File: src/rtl/mem_arb.sv
// mem_arb: round-robin arbiter granting NCH request channels onto one shared memory port.
// Latency: grant registered one edge after req_valid is seen in IDLE; completion one edge after mem_rdy.
// Backpressure: one transaction in flight; requesters hold req_valid until their req_rdy pulse.
//
// Ports:
//   clock, reset          sole rising-edge clock; asynchronous active-high reset
//   req_valid/req_wen     per-channel request and write enable (bit i = channel i)
//   req_addr/req_wdata    channel i fields at [i*AW +: AW] / [i*DW +: DW]
//   req_rdy               one-cycle completion pulse to the granted channel
//   req_rdata             read data captured at completion, held until the next one
//   mem_valid/addr/wdata/wen  forwarded request, stable while the transaction is open
//   mem_rdata/mem_rdy     memory response; mem_rdy is a one-cycle pulse
//   err                   timeout abort pulse
//
// Optional feature: define MEM_ARB_TIMEOUT_EN to abort a transaction after TIMEOUT
// cycles without mem_rdy. Without it, BUSY waits indefinitely and err is tied low.
module mem_arb #(
  parameter int NCH     = 2,
  parameter int AW      = 32,
  parameter int DW      = 32,
  parameter int TIMEOUT = 255
) (
  input  logic              clock,
  input  logic              reset,
  input  logic [NCH-1:0]    req_valid,
  input  logic [NCH*AW-1:0] req_addr,
  input  logic [NCH*DW-1:0] req_wdata,
  input  logic [NCH-1:0]    req_wen,
  output logic [NCH-1:0]    req_rdy,
  output logic [DW-1:0]     req_rdata,
  output logic              mem_valid,
  output logic [AW-1:0]     mem_addr,
  output logic [DW-1:0]     mem_wdata,
  output logic              mem_wen,
  input  logic [DW-1:0]     mem_rdata,
  input  logic              mem_rdy,
  output logic              err
);

  localparam int CW = (NCH > 1) ? $clog2(NCH) : 1;

  typedef enum logic {
    IDLE = 1'b0,
    BUSY = 1'b1
  } state_t;

  state_t        state;
  state_t        state_nxt;
  logic [CW-1:0] last_grant;
  logic [CW-1:0] grant;
  logic [CW-1:0] pick;
  logic          pick_vld;
  logic [CW-1:0] rr_idx;
  logic          load;
  logic          done;
  logic          abort;

  // Round-robin search starting one past the last grant. The final offset (NCH)
  // lands back on last_grant, so a lone requester always wins.
  always_comb begin
    pick     = last_grant;
    pick_vld = 1'b0;
    rr_idx   = '0;
    for (int off = 1; off <= NCH; off++) begin
      rr_idx = CW'((int'(last_grant) + off) % NCH);
      if (!pick_vld && req_valid[rr_idx]) begin
        pick     = rr_idx;
        pick_vld = 1'b1;
      end
    end
  end

`ifdef MEM_ARB_TIMEOUT_EN
  localparam int TW = (TIMEOUT > 1) ? $clog2(TIMEOUT + 1) : 1;
  logic [TW-1:0] to_cnt;
  logic          to_hit;

  // The counter holds the number of BUSY cycles already spent without mem_rdy;
  // the edge that would make it TIMEOUT is the abort edge.
  assign to_hit = (to_cnt == TW'(TIMEOUT - 1));
`else
  localparam int timeout_unused = TIMEOUT;
`endif

  // State register.
  always_ff @(posedge clock or posedge reset) begin
    if (reset) begin
      state <= IDLE;
    end else begin
      state <= state_nxt;
    end
  end

  // Next-state and transaction strobes.
  always_comb begin
    state_nxt = state;
    load      = 1'b0;
    done      = 1'b0;
    abort     = 1'b0;
    case (state)
      IDLE: begin
        if (pick_vld) begin
          load      = 1'b1;
          state_nxt = BUSY;
        end
      end
      BUSY: begin
        // mem_rdy takes priority over a timeout landing on the same edge.
        if (mem_rdy) begin
          done      = 1'b1;
          state_nxt = IDLE;
        end
`ifdef MEM_ARB_TIMEOUT_EN
        else if (to_hit) begin
          abort     = 1'b1;
          state_nxt = IDLE;
        end
`endif
      end
      default: state_nxt = IDLE;
    endcase
  end

  // mem_valid is exactly "a transaction is open".
  assign mem_valid = (state == BUSY);

  // Request capture, grant bookkeeping and completion.
  always_ff @(posedge clock or posedge reset) begin
    if (reset) begin
      mem_addr   <= '0;
      mem_wdata  <= '0;
      mem_wen    <= 1'b0;
      req_rdy    <= '0;
      req_rdata  <= '0;
      grant      <= '0;
      last_grant <= CW'(NCH - 1);
    end else begin
      req_rdy <= '0;
      if (load) begin
        mem_addr   <= req_addr[pick*AW +: AW];
        mem_wdata  <= req_wdata[pick*DW +: DW];
        mem_wen    <= req_wen[pick];
        grant      <= pick;
        last_grant <= pick;
      end
      if (done) begin
        req_rdata <= mem_rdata;
      end
      if (done || abort) begin
        req_rdy[grant] <= 1'b1;
      end
    end
  end

`ifdef MEM_ARB_TIMEOUT_EN
  always_ff @(posedge clock or posedge reset) begin
    if (reset) begin
      to_cnt <= '0;
      err    <= 1'b0;
    end else begin
      err <= abort;
      if (load) begin
        to_cnt <= '0;
      end else if (state == BUSY && !mem_rdy && !to_hit) begin
        to_cnt <= to_cnt + TW'(1);
      end
    end
  end
`else
  assign err = 1'b0;
`endif

endmodule
File: config.mk
export PLATFORM = sky130hd
export DESIGN_NAME = mem_arb
export DESIGN_NICKNAME = d
export VERILOG_FILES = /design/src/rtl/mem_arb.sv
export SDC_FILE = /design/constraint.sdc
export NUM_CORES = 1
export LEC_CHECK = 0
export CAP_MARGIN = 10
export CORE_MARGIN = 5
export CORE_UTILIZATION = 42
export CTS_BUF_LIST = sky130_fd_sc_hd__clkbuf_4 sky130_fd_sc_hd__clkbuf_8
export CTS_CLUSTER_DIAMETER = 200
export CTS_CLUSTER_SIZE = 28
export DETAILED_ROUTE_END_ITERATION = 16
export GPL_TIMING_DRIVEN = 0
export PLACE_DENSITY_LB_ADDON = 0.08
export SYNTH_ARGS = -nofsm -noshare
export SYNTH_HDL_FRONTEND = slang
export SYNTH_SLANG_ARGS = --single-unit
File: constraint.sdc
create_clock -name clock -period 6.7 [get_ports clock]
set_clock_uncertainty 0.15 [all_clocks]
set_input_delay 0.67 -clock clock [delete_from_list [all_inputs] [get_ports clock]]
set_output_delay 0.67 -clock clock [all_outputs]
set_load 0.01 [all_outputs]
Yosys cells after proc, flatten, opt, wreduce, memory -nomap -nowiden. Cells that the tools add are included.

Add/sub/neg operators: 2. Shift operators: 2. Muxes and demuxes: 19. Reductions and logical operators: 3. $lt $le $gt $ge: 5. Bitwise operators: 1.

Operators with widths (count): $shiftx 64x7->32 (2); $mux 1 (16); $lt 1x2->1 const B (4); $add 1x1->1 const B (2); $logic_and 1x1->1 (2); $mux 2 (1); $pmux 1 s2 (1); $demux 1 s1 (1); $ge 1x1->1 const B (1); $logic_not 1->1 (1); $not 1->1 (1).

Word-level logic and storage cells: 40. Flip-flop bits (word level): 102. Output and inout port bits: 101.

Depth between registers and ports, before layout. Gate-level depths: netlist of the first run.

Word-level depth: 9. Mapped depth: 5.

Worst setup path after synthesis of the first run. No wires, ideal clock.

Path kind: input-to-reg. From: input port mem_rdy. To: register req_rdata[10]. Stages on the path: 3. Setup slack: 5028 ps. Setup time: 125 ps. Arrival: 1397 ps. Path through: nand2_1 -> buf_2 -> mux2_2.

Longest elaborated chain between the ends: 2.

RTL lines: from (decl) (RTL line 36) `input logic mem_rdy,`; $mux 1 (RTL line 109) `if (mem_rdy) begin`; $mux 1 (RTL line 100) `case (state)`; to (signal assigned) (RTL line 147) `req_rdata <= mem_rdata;`; to (decl) (RTL line 30) `output logic [DW-1:0] req_rdata,`.

No other way between the ends. A chain may end at the register's enable or synchronous reset.

Final worst setup path of the first run.
From: register state, in the netlist mem_valid. To: output port mem_valid.

RTL lines: from (decl) (RTL line 47) `state_t state;`; from (signal assigned) (RTL line 90) `state <= state_nxt;`; to (decl) (RTL line 31) `output logic mem_valid,`.

No word-level cell between the ends.

==> results of run 1 <==
## cells in the mapped netlist
library cell and instances:
nand3_1 65, and2b_1 1, o31a_1 1, clkbuf_1 4, dfrtp_1 101, nor2b_1 1
nand2_1 1, nand2b_1 2, conb_1 1, a31oi_1 65, buf_2 34, buf_4 9
mux2_2 32, o21ai_0 16, inv_1 1, o21ba_1 1, and3_1 1, a21oi_1 2
nor2_1 69, o21ai_1 49, dfstp_2 1
## area by class of cell
type	count	share of cell area, %
clock buffers	14	2.440
inverters	1	0.08189
repair buffers	267	35.11
clock inverters	2	0.4913
well taps	140	2.293
plain buffers	47	3.308
multi-input cells	307	22.85
flip-flops and latches	102	33.43
## worst max path at each step
stage	slack, ns	depth (start not counted)	from	to
global placement	1.68	2	reset	mem_wdata[27]
floorplan	3.21	1	reset	grant
global route	4.47	1	mem_valid	mem_valid
finish	4.52	1	mem_valid	mem_valid
CTS	4.50	1	mem_valid	mem_valid
detailed placement	4.22	6	req_valid[0]	mem_wdata[1]
## power groups by stage
stage                     Combinational (mW)  Clock [mW]  Sequential [mW]
final                                  0.942       0.425            0.867
after global routing                    1.02       0.455            0.889
after CTS                              0.950       0.433            0.868
after floorplan                        0.337           0            0.949
after global placement                 0.930           0            0.870
after detailed placement               0.946           0            0.880
## through the flow
step / instances / setup slack, ns / total power [mW] / util, % / area [um2]
final: 880 / 4.522 / 2.234 / 71.10 / 7640
after global routing: 880 / 4.468 / 2.364 / 71.10 / 7640
after CTS: 880 / 4.503 / 2.251 / 71.10 / 7640
after detailed placement: 864 / 4.222 / 1.826 / 69.01 / 7416
after global placement: 863 / 1.677 / 1.800 / 68.81 / 7393
after floorplan: 457 / 3.206 / 1.286 / - / 4556
## state kept, by name (all words and copies together), names as in the netlist
| register | flops |
|---|---|
| grant | 1 |
| last_grant | 1 |
| mem_addr | 32 |
| mem_valid | 1 |
| mem_wdata | 32 |
| mem_wen | 1 |
| req_rdata | 32 |
| req_rdy | 2 |
## routing by layer
metal | routed length [um] | share of wire, % | global-route usage (%) | vias up
li1 | - | - | - | 2191
met1 | 6151 | 39 | 29.87 | 2265
met2 | 7955 | 50 | 42.58 | 220
met3 | 1454 | 9.1 | 6.712 | 23
met4 | 388 | 2.4 | 8.393 | 0
met5 | 0 | 0 | 0 | -
## cells by family after synthesis
| family | Yosys count | share of synthesized area (%) |
|---|---|---|
| AOI/OAI and AO/OA | 134 | 16.70 |
| buffers and inverters | 48 | 5.630 |
| DFF | 102 | 56.06 |
| muxes | 32 | 7.910 |
| other | 1 | 0.08232 |
| and+or+nand+nor | 140 | 13.62 |
==> qor.csv, run 1 <==
metric,value,unit
worst r2r dst,mem_addr[31],
number of buffer and inverter instances along the worst setup path,1,
IO Count,268,
Register-to-Register Setup Slack,4.93,ns
Num CTS Buffers,9,
antenna diode instance count,0,
Area Overhead vs Synth,67.70,%
clock root cell,clkbuf_8,
routed wire length,15950,um
count of fill cells added during filler insertion,874,
Final Max Tran Viols,0,
sequential cell area,2554,um2
highest-count cells in the layout ignoring fill and taps,"clkdlybuf4s50_1 (266), dfrtp_1 (101), nor2_1 (69)",
count of nets after finishing,902,
achievable frequency,459.2,MHz
category of the worst setup path launch point,flip-flop,
proportion of netlist area held by the largest area contributor,55.48,%
internal power contribution,1.516,mW
sum of net half-perimeters after detailed placement,12220,um
Crit. End Element,primary output,
"Endpoint, Worst Hold",req_rdy[0],
static leakage,3.091,nW
clock latency on the worst-skew pair,0.36,ns
most frequent standard cell in the layout excluding fill and tap cells,clkdlybuf4s50_1,
Sw Ratio,32.11,%
required time of the critical path,5.88,ns
endpoint arrival time on the critical path,1.36,ns
clock-pin slew of the registers on the worst-case setup and hold paths,0.09,ns
maximum count of clock buffers along a single path,2,
WL/cell,18.12,um
number of clock sinks,102,
Vert. Die Dim,114.1,um
detail-routed via count per cell,5.340,
maximum number of pins on one net before global-route repair,61,
Total Neg Setup Slack,0,ns
Synth Cell Area,4556,um2
dominant delay contributor by cell family on the critical path,buffers and inverters,
part of the power in registers,38.8,%
DR DRC count,0,
die span in x,114.1,um
fraction of the cycle the final worst path needs,32.50,%
detailed-routing iteration count for the pre-antenna-repair pass,5,
initial antenna violation count,0,
Cell Pwr Density,292.4,nW/um2
path type of the worst setup path,flip-flop to primary output,
Tightest Hold Check Type,flip-flop to flip-flop,
net count after synthesis,624,
global router's overall resource usage,24.70,%
placeable core region,10750,um2
total via count after detailed routing,4699,
CTS tree,done,
standard-cell rows,38,
buffers added on ports,266,
CTS Hold Bufs,0,
Max-Cap Viols,0,
power dissipated by switching net loads,717.3,uW
count of synthesis-stage warnings from yosys,0,
"Setup Fix Bufs, Post-CTS",0,
ratio of cells with drive above 1 in the final layout,12.70,%
final-report hold violation count,0,
"Seq/Total Area, Yosys",56.06,%
routability congestion estimate,0.8377,
worst hold margin,0.3277,ns
number of global-route vias before repair,4888,
pin slew with the least headroom to its limit,0.7610,ns
critical hold path startpoint,grant,
combined area of the multi-input logic cells,1745,um2
min Tclk post-route,2.178,ns
Finish-stage setup viols,0,
cell with the biggest individual delay on the critical path,clkdlybuf4s50_1,
peak supply drop,0.1490,mV
cells on worst reg2reg path,5,
Worst R2R Start,mem_valid,
post-synthesis cell type count,21,
combinational fraction of design power,42.2,%
initial cell density of the core,42.40,%
antenna-violating nets left,0,
cells resized by post-CTS repair,0,
synthesized netlist cell count,457,
register bit total from synthesis,102,
Clk network pwr share,19.0,%
Worst Hold Depth,1,
status,finished clean,
top cells by area in the synthesized netlist,"dfrtp_1 (55%), a31oi_1 (8.9%), mux2_2 (7.9%), nand3_1 (7.1%), nor2_1 (5.7%)",
global-route wire length before repair,25470,um
RSZ-0062 raised after global routing,false,
number of levels in the clock H-tree,3,
dominant cell type by area after synthesis,dfrtp_1,
series of cell instances along the critical path,clkdlybuf4s50_1,
Slew Limit Headroom,49.27,%
Synth Area per Inst,9.969,um2
floorplan die area,13030,um2
grt ovf,0,
largest driver fanout on the critical path,5,
count of routing violations after the opening detailed-route iteration,308,
slowest cell delay on critical path,0.58,ns
Note: power is estimated with default switching activity, not from simulation.
==> run 2, diff against run 1 <==
--- a/config.mk
+++ b/config.mk
@@ -7,7 +7,7 @@
 export LEC_CHECK = 0
 export CAP_MARGIN = 10
 export CORE_MARGIN = 5
-export CORE_UTILIZATION = 42
+export CORE_UTILIZATION = 35
 export CTS_BUF_LIST = sky130_fd_sc_hd__clkbuf_4 sky130_fd_sc_hd__clkbuf_8
 export CTS_CLUSTER_DIAMETER = 200
 export CTS_CLUSTER_SIZE = 28
==> constraint.sdc (replaced) <==
create_clock -name clock -period 2 [get_ports clock]
set_clock_uncertainty 0.15 [all_clocks]
set_input_delay 0.2 -clock clock [delete_from_list [all_inputs] [get_ports clock]]
set_output_delay 0.2 -clock clock [all_outputs]
set_load 0.01 [all_outputs]
==> run 2 against run 1 <==
Worst setup slack got worse by 4.3 ns. Highest routed layer unchanged. Final area rose by 0.54%. Wire length rose by 2.0%.
==> qor.csv, run 2 (synthesis gave the netlist of run 1 again) <==
metric,value,unit
global router's overall resource usage,20.97,%
Vert. Die Dim,124.1,um
IO Count,268,
cells on worst reg2reg path,5,
Area Overhead vs Synth,68.61,%
status,finished clean,
placeable core region,12670,um2
count of fill cells added during filler insertion,1116,
Slew Limit Headroom,63.79,%
endpoint arrival time on the critical path,1.87,ns
die span in x,124.1,um
Num CTS Buffers,9,
worst hold margin,0.05478,ns
static leakage,3.083,nW
antenna-violating nets left,0,
global-route wire length before repair,24850,um
highest-count cells in the layout ignoring fill and taps,"clkdlybuf4s50_1 (266), dfrtp_1 (101), nor2_1 (69)",
sum of net half-perimeters after detailed placement,12430,um
floorplan die area,15400,um2
RSZ-0062 raised after global routing,false,
Finish-stage setup viols,0,
Crit. End Element,flip-flop,
category of the worst setup path launch point,flip-flop,
maximum count of clock buffers along a single path,2,
buffers added on ports,266,
detail-routed via count per cell,5.031,
number of levels in the clock H-tree,3,
count of nets after finishing,903,
min Tclk post-route,1.768,ns
routed wire length,16260,um
Register-to-Register Setup Slack,0.23,ns
post-place setup slack,-0.01456,ns
path type of the worst setup path,flip-flop to flip-flop,
Total Neg Setup Slack,0,ns
"Setup Fix Bufs, Post-CTS",0,
final standard cell count with taps included and fillers excluded,913,
clock-pin slew of the registers on the worst-case setup and hold paths,0.10,ns
clock root cell,clkbuf_8,
instance area at placement,7477,um2
WL/cell,17.81,um
routability congestion estimate,0.7981,
biggest regs,"mem_addr: 32 flops, mem_wdata: 32 flops, req_rdata: 32 flops",
total via count after detailed routing,4593,
cells resized by post-CTS repair,0,
number of clock sinks,102,
initial antenna violation count,0,
detailed-routing iteration count for the pre-antenna-repair pass,4,
number of global-route vias before repair,4840,
required time of the critical path,2.11,ns
initial cell density of the core,35.95,%
largest driver fanout on the critical path,10,
antenna diode instance count,0,
Cell Count Post-Placement,897,
count of routing violations after the opening detailed-route iteration,267,
CTS tree,done,
ratio of cells with drive above 1 in the final layout,12.82,%
grt ovf,0,
Tightest Hold Check Type,input port to asynchronous set/reset pin,
final-report hold violation count,0,
final total power,7.426,mW
Final Max Tran Viols,0,
pin slew with the least headroom to its limit,0.5420,ns
fraction of the cycle the final worst path needs,88.41,%
core occupancy in the finished layout,60.62,%
most frequent standard cell in the layout excluding fill and tap cells,clkdlybuf4s50_1,
worst setup margin,0.2318,ns
Cell Pwr Density,966.8,nW/um2
peak supply drop,0.4881,mV
achievable frequency,565.6,MHz
standard-cell rows,41,
maximum number of pins on one net before global-route repair,42,
Worst R2R Start,mem_valid,
DR DRC count,0,
Max-Cap Viols,0,
worst r2r dst,mem_addr[29],
CTS Hold Bufs,0,
final design area excluding fillers,7681,um2
clock latency on the worst-skew pair,0.38,ns
## run 2: cell types whose count changed in the layout (fill, tap and decap cells not counted), sizes merged
cell / before / now
clkinvlp: 1 / 3
clkbuf: 18 / 15
buf: 44 / 45
inv: 1 / 0
clkinv: 0 / 2
## run 2: area by class of cell
cell class	count	area, um2	share of cell area (%)
Tap cell	172	215.2	2.802
Multi-Input combinational cell	307	1745	22.72
Timing Repair Buffer	268	2703	35.18
Clock inverter	5	58.81	0.7656
Buffer	47	252.7	3.290
Inverter	1	7.507	0.09774
Sequential cell	102	2554	33.25
Clock buffer	11	145.1	1.890
## run 2: critical path: stages (launching register included)
cell	delay (ns)
dfrtp_1	0.43
o21ba_1	0.23
buf_2	0.19
buf_2	0.26
buf_2	0.26
a31oi_1	0.12
## run 2: worst max path at each step
stage,start,endpoint,slack [ns],cells past startpoint
2_1_floorplan,reset,grant,0.43,1
3_3_place_gp,reset,mem_addr[8],-0.66,2
3_5_place_dp,req_valid[1],mem_wdata[4],-0.01,6
4_1_cts,mem_valid,mem_addr[1],0.20,5
5_1_grt,mem_valid,mem_addr[12],0.09,5
6_report,mem_valid,mem_addr[29],0.23,5
## run 2: power by group
part	switching [mW]	internal, mW
logic	1.41	1.74
registers	0.289	2.61
clock network	0.743	0.627
## run 2: per-layer routing
metal | global-route usage (%) | wire (um)
met1 | 24.41 | 6211
met2 | 36.05 | 8200
met3 | 6.540 | 1422
met4 | 8.145 | 428
met5 | 0 | 0
==> run 3, diff against run 2 <==
==> constraint.sdc (replaced) <==
create_clock -name clock -period 2 [get_ports clock]
set_clock_uncertainty 0.15 [all_clocks]
set_input_delay 0.2 -clock clock [delete_from_list [all_inputs] [get_ports clock]]
set_output_delay 0.2 -clock clock [all_outputs]
set_load 0.1 [all_outputs]
==> run 3 against run 2 <==
Sequential power is essentially flat. Combinational power grew 110%. Utilization shrank 1.0 points. Global-route usage shrank 0.28 points. Critical path type is now flip-flop to primary output. Critical endpoint is now mem_addr[30].
==> qor.csv, run 3 (synthesis gave the netlist of run 1 again) <==
metric,value,unit
core occupancy in the finished layout,59.62,%
worst r2r dst,mem_addr[6],
path type of the worst setup path,flip-flop to primary output,
global router's overall resource usage,20.69,%
RSZ-0062 raised after global routing,false,
series of cell instances along the critical path,dlygate4sd2_1,
static leakage,3.159,nW
cell with the biggest individual delay on the critical path,dlygate4sd2_1,
number of buffer and inverter instances along the worst setup path,1,
DR DRC count,0,
routability congestion estimate,0.8789,
final design area excluding fillers,7555,um2
Tightest Hold Check Type,input port to asynchronous set/reset pin,
final total power,10.76,mW
final-report hold violation count,0,
highest metal layer with signal wires,met4,
maximum count of clock buffers along a single path,2,
Worst R2R Start,mem_valid,
total via count after detailed routing,4591,
fraction of the cycle the final worst path needs,98.47,%
CTS Hold Bufs,0,
global-route wire length before repair,24590,um
WL/cell,17.75,um
Cell Pwr Density,1425,nW/um2
cells on worst reg2reg path,5,
met2 wire len,8379,um
Final Max Tran Viols,0,
initial cell density of the core,35.95,%
Vert. Die Dim,124.1,um
detail-routed via count per cell,5.028,
achievable frequency,507.8,MHz
sequential cell area,2555,um2
number of clock sinks,102,
detailed-routing iteration count for the pre-antenna-repair pass,4,
buffers added on ports,266,
combined area of the multi-input logic cells,1745,um2
routed wire length,16210,um
placeable core region,12670,um2
highest-count cells in the layout ignoring fill and taps,"clkdlybuf4s50_1 (166), dfrtp_1 (100), nor2_1 (69)",
clock latency on the worst-skew pair,0.37,ns
worst hold margin,0.1440,ns
Cell Count Post-Placement,897,
count of nets after finishing,903,
count of fill cells added during filler insertion,1172,
Crit. End Element,primary output,
slowest cell delay on critical path,0.87,ns
grt ovf,0,
largest driver fanout on the critical path,2,
number of global-route vias before repair,4815,
floorplan die area,15400,um2
initial antenna violation count,0,
CTS tree,done,
instance area at placement,7478,um2
clock-pin slew of the registers on the worst-case setup and hold paths,0.11,ns
biggest regs,"mem_addr: 32 flops, mem_wdata: 32 flops, req_rdata: 32 flops",
number of levels in the clock H-tree,3,
min Tclk post-route,1.969,ns
status,finished clean,
pin slew with the least headroom to its limit,1.010,ns
maximum number of pins on one net before global-route repair,39,
die span in x,124.1,um
antenna-violating nets left,0,
IO Count,268,
Num CTS Buffers,9,
dominant delay contributor by cell family on the critical path,buffers and inverters,
Area Overhead vs Synth,65.83,%
count of routing violations after the opening detailed-route iteration,219,
detailed route wirelength on metal3,1402,um
clock root cell,clkbuf_8,
most frequent standard cell in the layout excluding fill and tap cells,clkdlybuf4s50_1,
category of the worst setup path launch point,flip-flop,
Max-Cap Viols,0,
Finish-stage setup viols,0,
Post-Route M1 WL,6148,um
antenna diode instance count,0,
required time of the critical path,1.65,ns
standard-cell rows,41,
final standard cell count with taps included and fillers excluded,913,
Register-to-Register Setup Slack,0.24,ns
Slew Limit Headroom,32.95,%
"Setup Fix Bufs, Post-CTS",0,
endpoint arrival time on the critical path,1.62,ns
sum of net half-perimeters after detailed placement,12480,um
ratio of cells with drive above 1 in the final layout,14.57,%
peak supply drop,0.6699,mV
run 3: cell types whose count changed in the layout (fill, tap and decap cells not counted), sizes merged:
| cell | before | now |
|---|---|---|
| clkdlybuf4s50 | 266 | 166 |
| clkdlybuf4s15 | 0 | 32 |
| dlygate4sd2 | 0 | 58 |
| inv | 0 | 2 |
| clkbuf | 15 | 23 |
run 3: power breakdown:
part           leakage (nW)  switching (mW)  internal, mW
sequential             1.16           0.275          2.61
combinational          1.91            5.18          1.37
clock                0.0960           0.752         0.583
total                  3.16            6.21          4.56
run 3: worst max path at each step:
stage | from | endpoint | slack (ns) | cells past startpoint
final | mem_addr[30] | mem_addr[30] | 0.03 | 1
after global routing | mem_addr[25] | mem_addr[25] | 0.0002 | 1
after CTS | req_rdata[25] | req_rdata[25] | 0.0007 | 1
after detailed placement | req_valid[0] | mem_wdata[5] | 0.001 | 6
after global placement | reset | mem_valid | -0.81 | 2
after floorplan | mem_valid | mem_wdata[13] | 0.27 | 5
run 3: routing by layer:
layer	up-vias	track usage [%]
met5	-	0
met2	165	36.82
met3	18	6.676
li1	2195	-
met4	0	6.366
met1	2213	23.58
run 3: through the flow:
step,setup WS [ns],setup TNS [ns]
6_report,0.03068,0
5_1_grt,0.0002268,0
4_1_cts,0.0007355,0
3_5_place_dp,0.001221,0
3_3_place_gp,-0.8119,-66.70
2_1_floorplan,0.2730,0
run 3: final cells by class:
class / count / area share, %
flip-flops and latches: 102 / 33.82
multi-input cells: 307 / 23.10
clock buffers: 9 / 1.640
inverters: 1 / 0.09937
well taps: 172 / 2.849
plain buffers: 47 / 3.345
repair buffers: 268 / 34.18
clock inverters: 7 / 0.9606
run 3: repair_timing:
action | CTS | global route
cloned | 0 | 0
endpoints found under the setup margin | 100 | 40
resized for setup | 109 | 45
pin swaps | 0 | 0
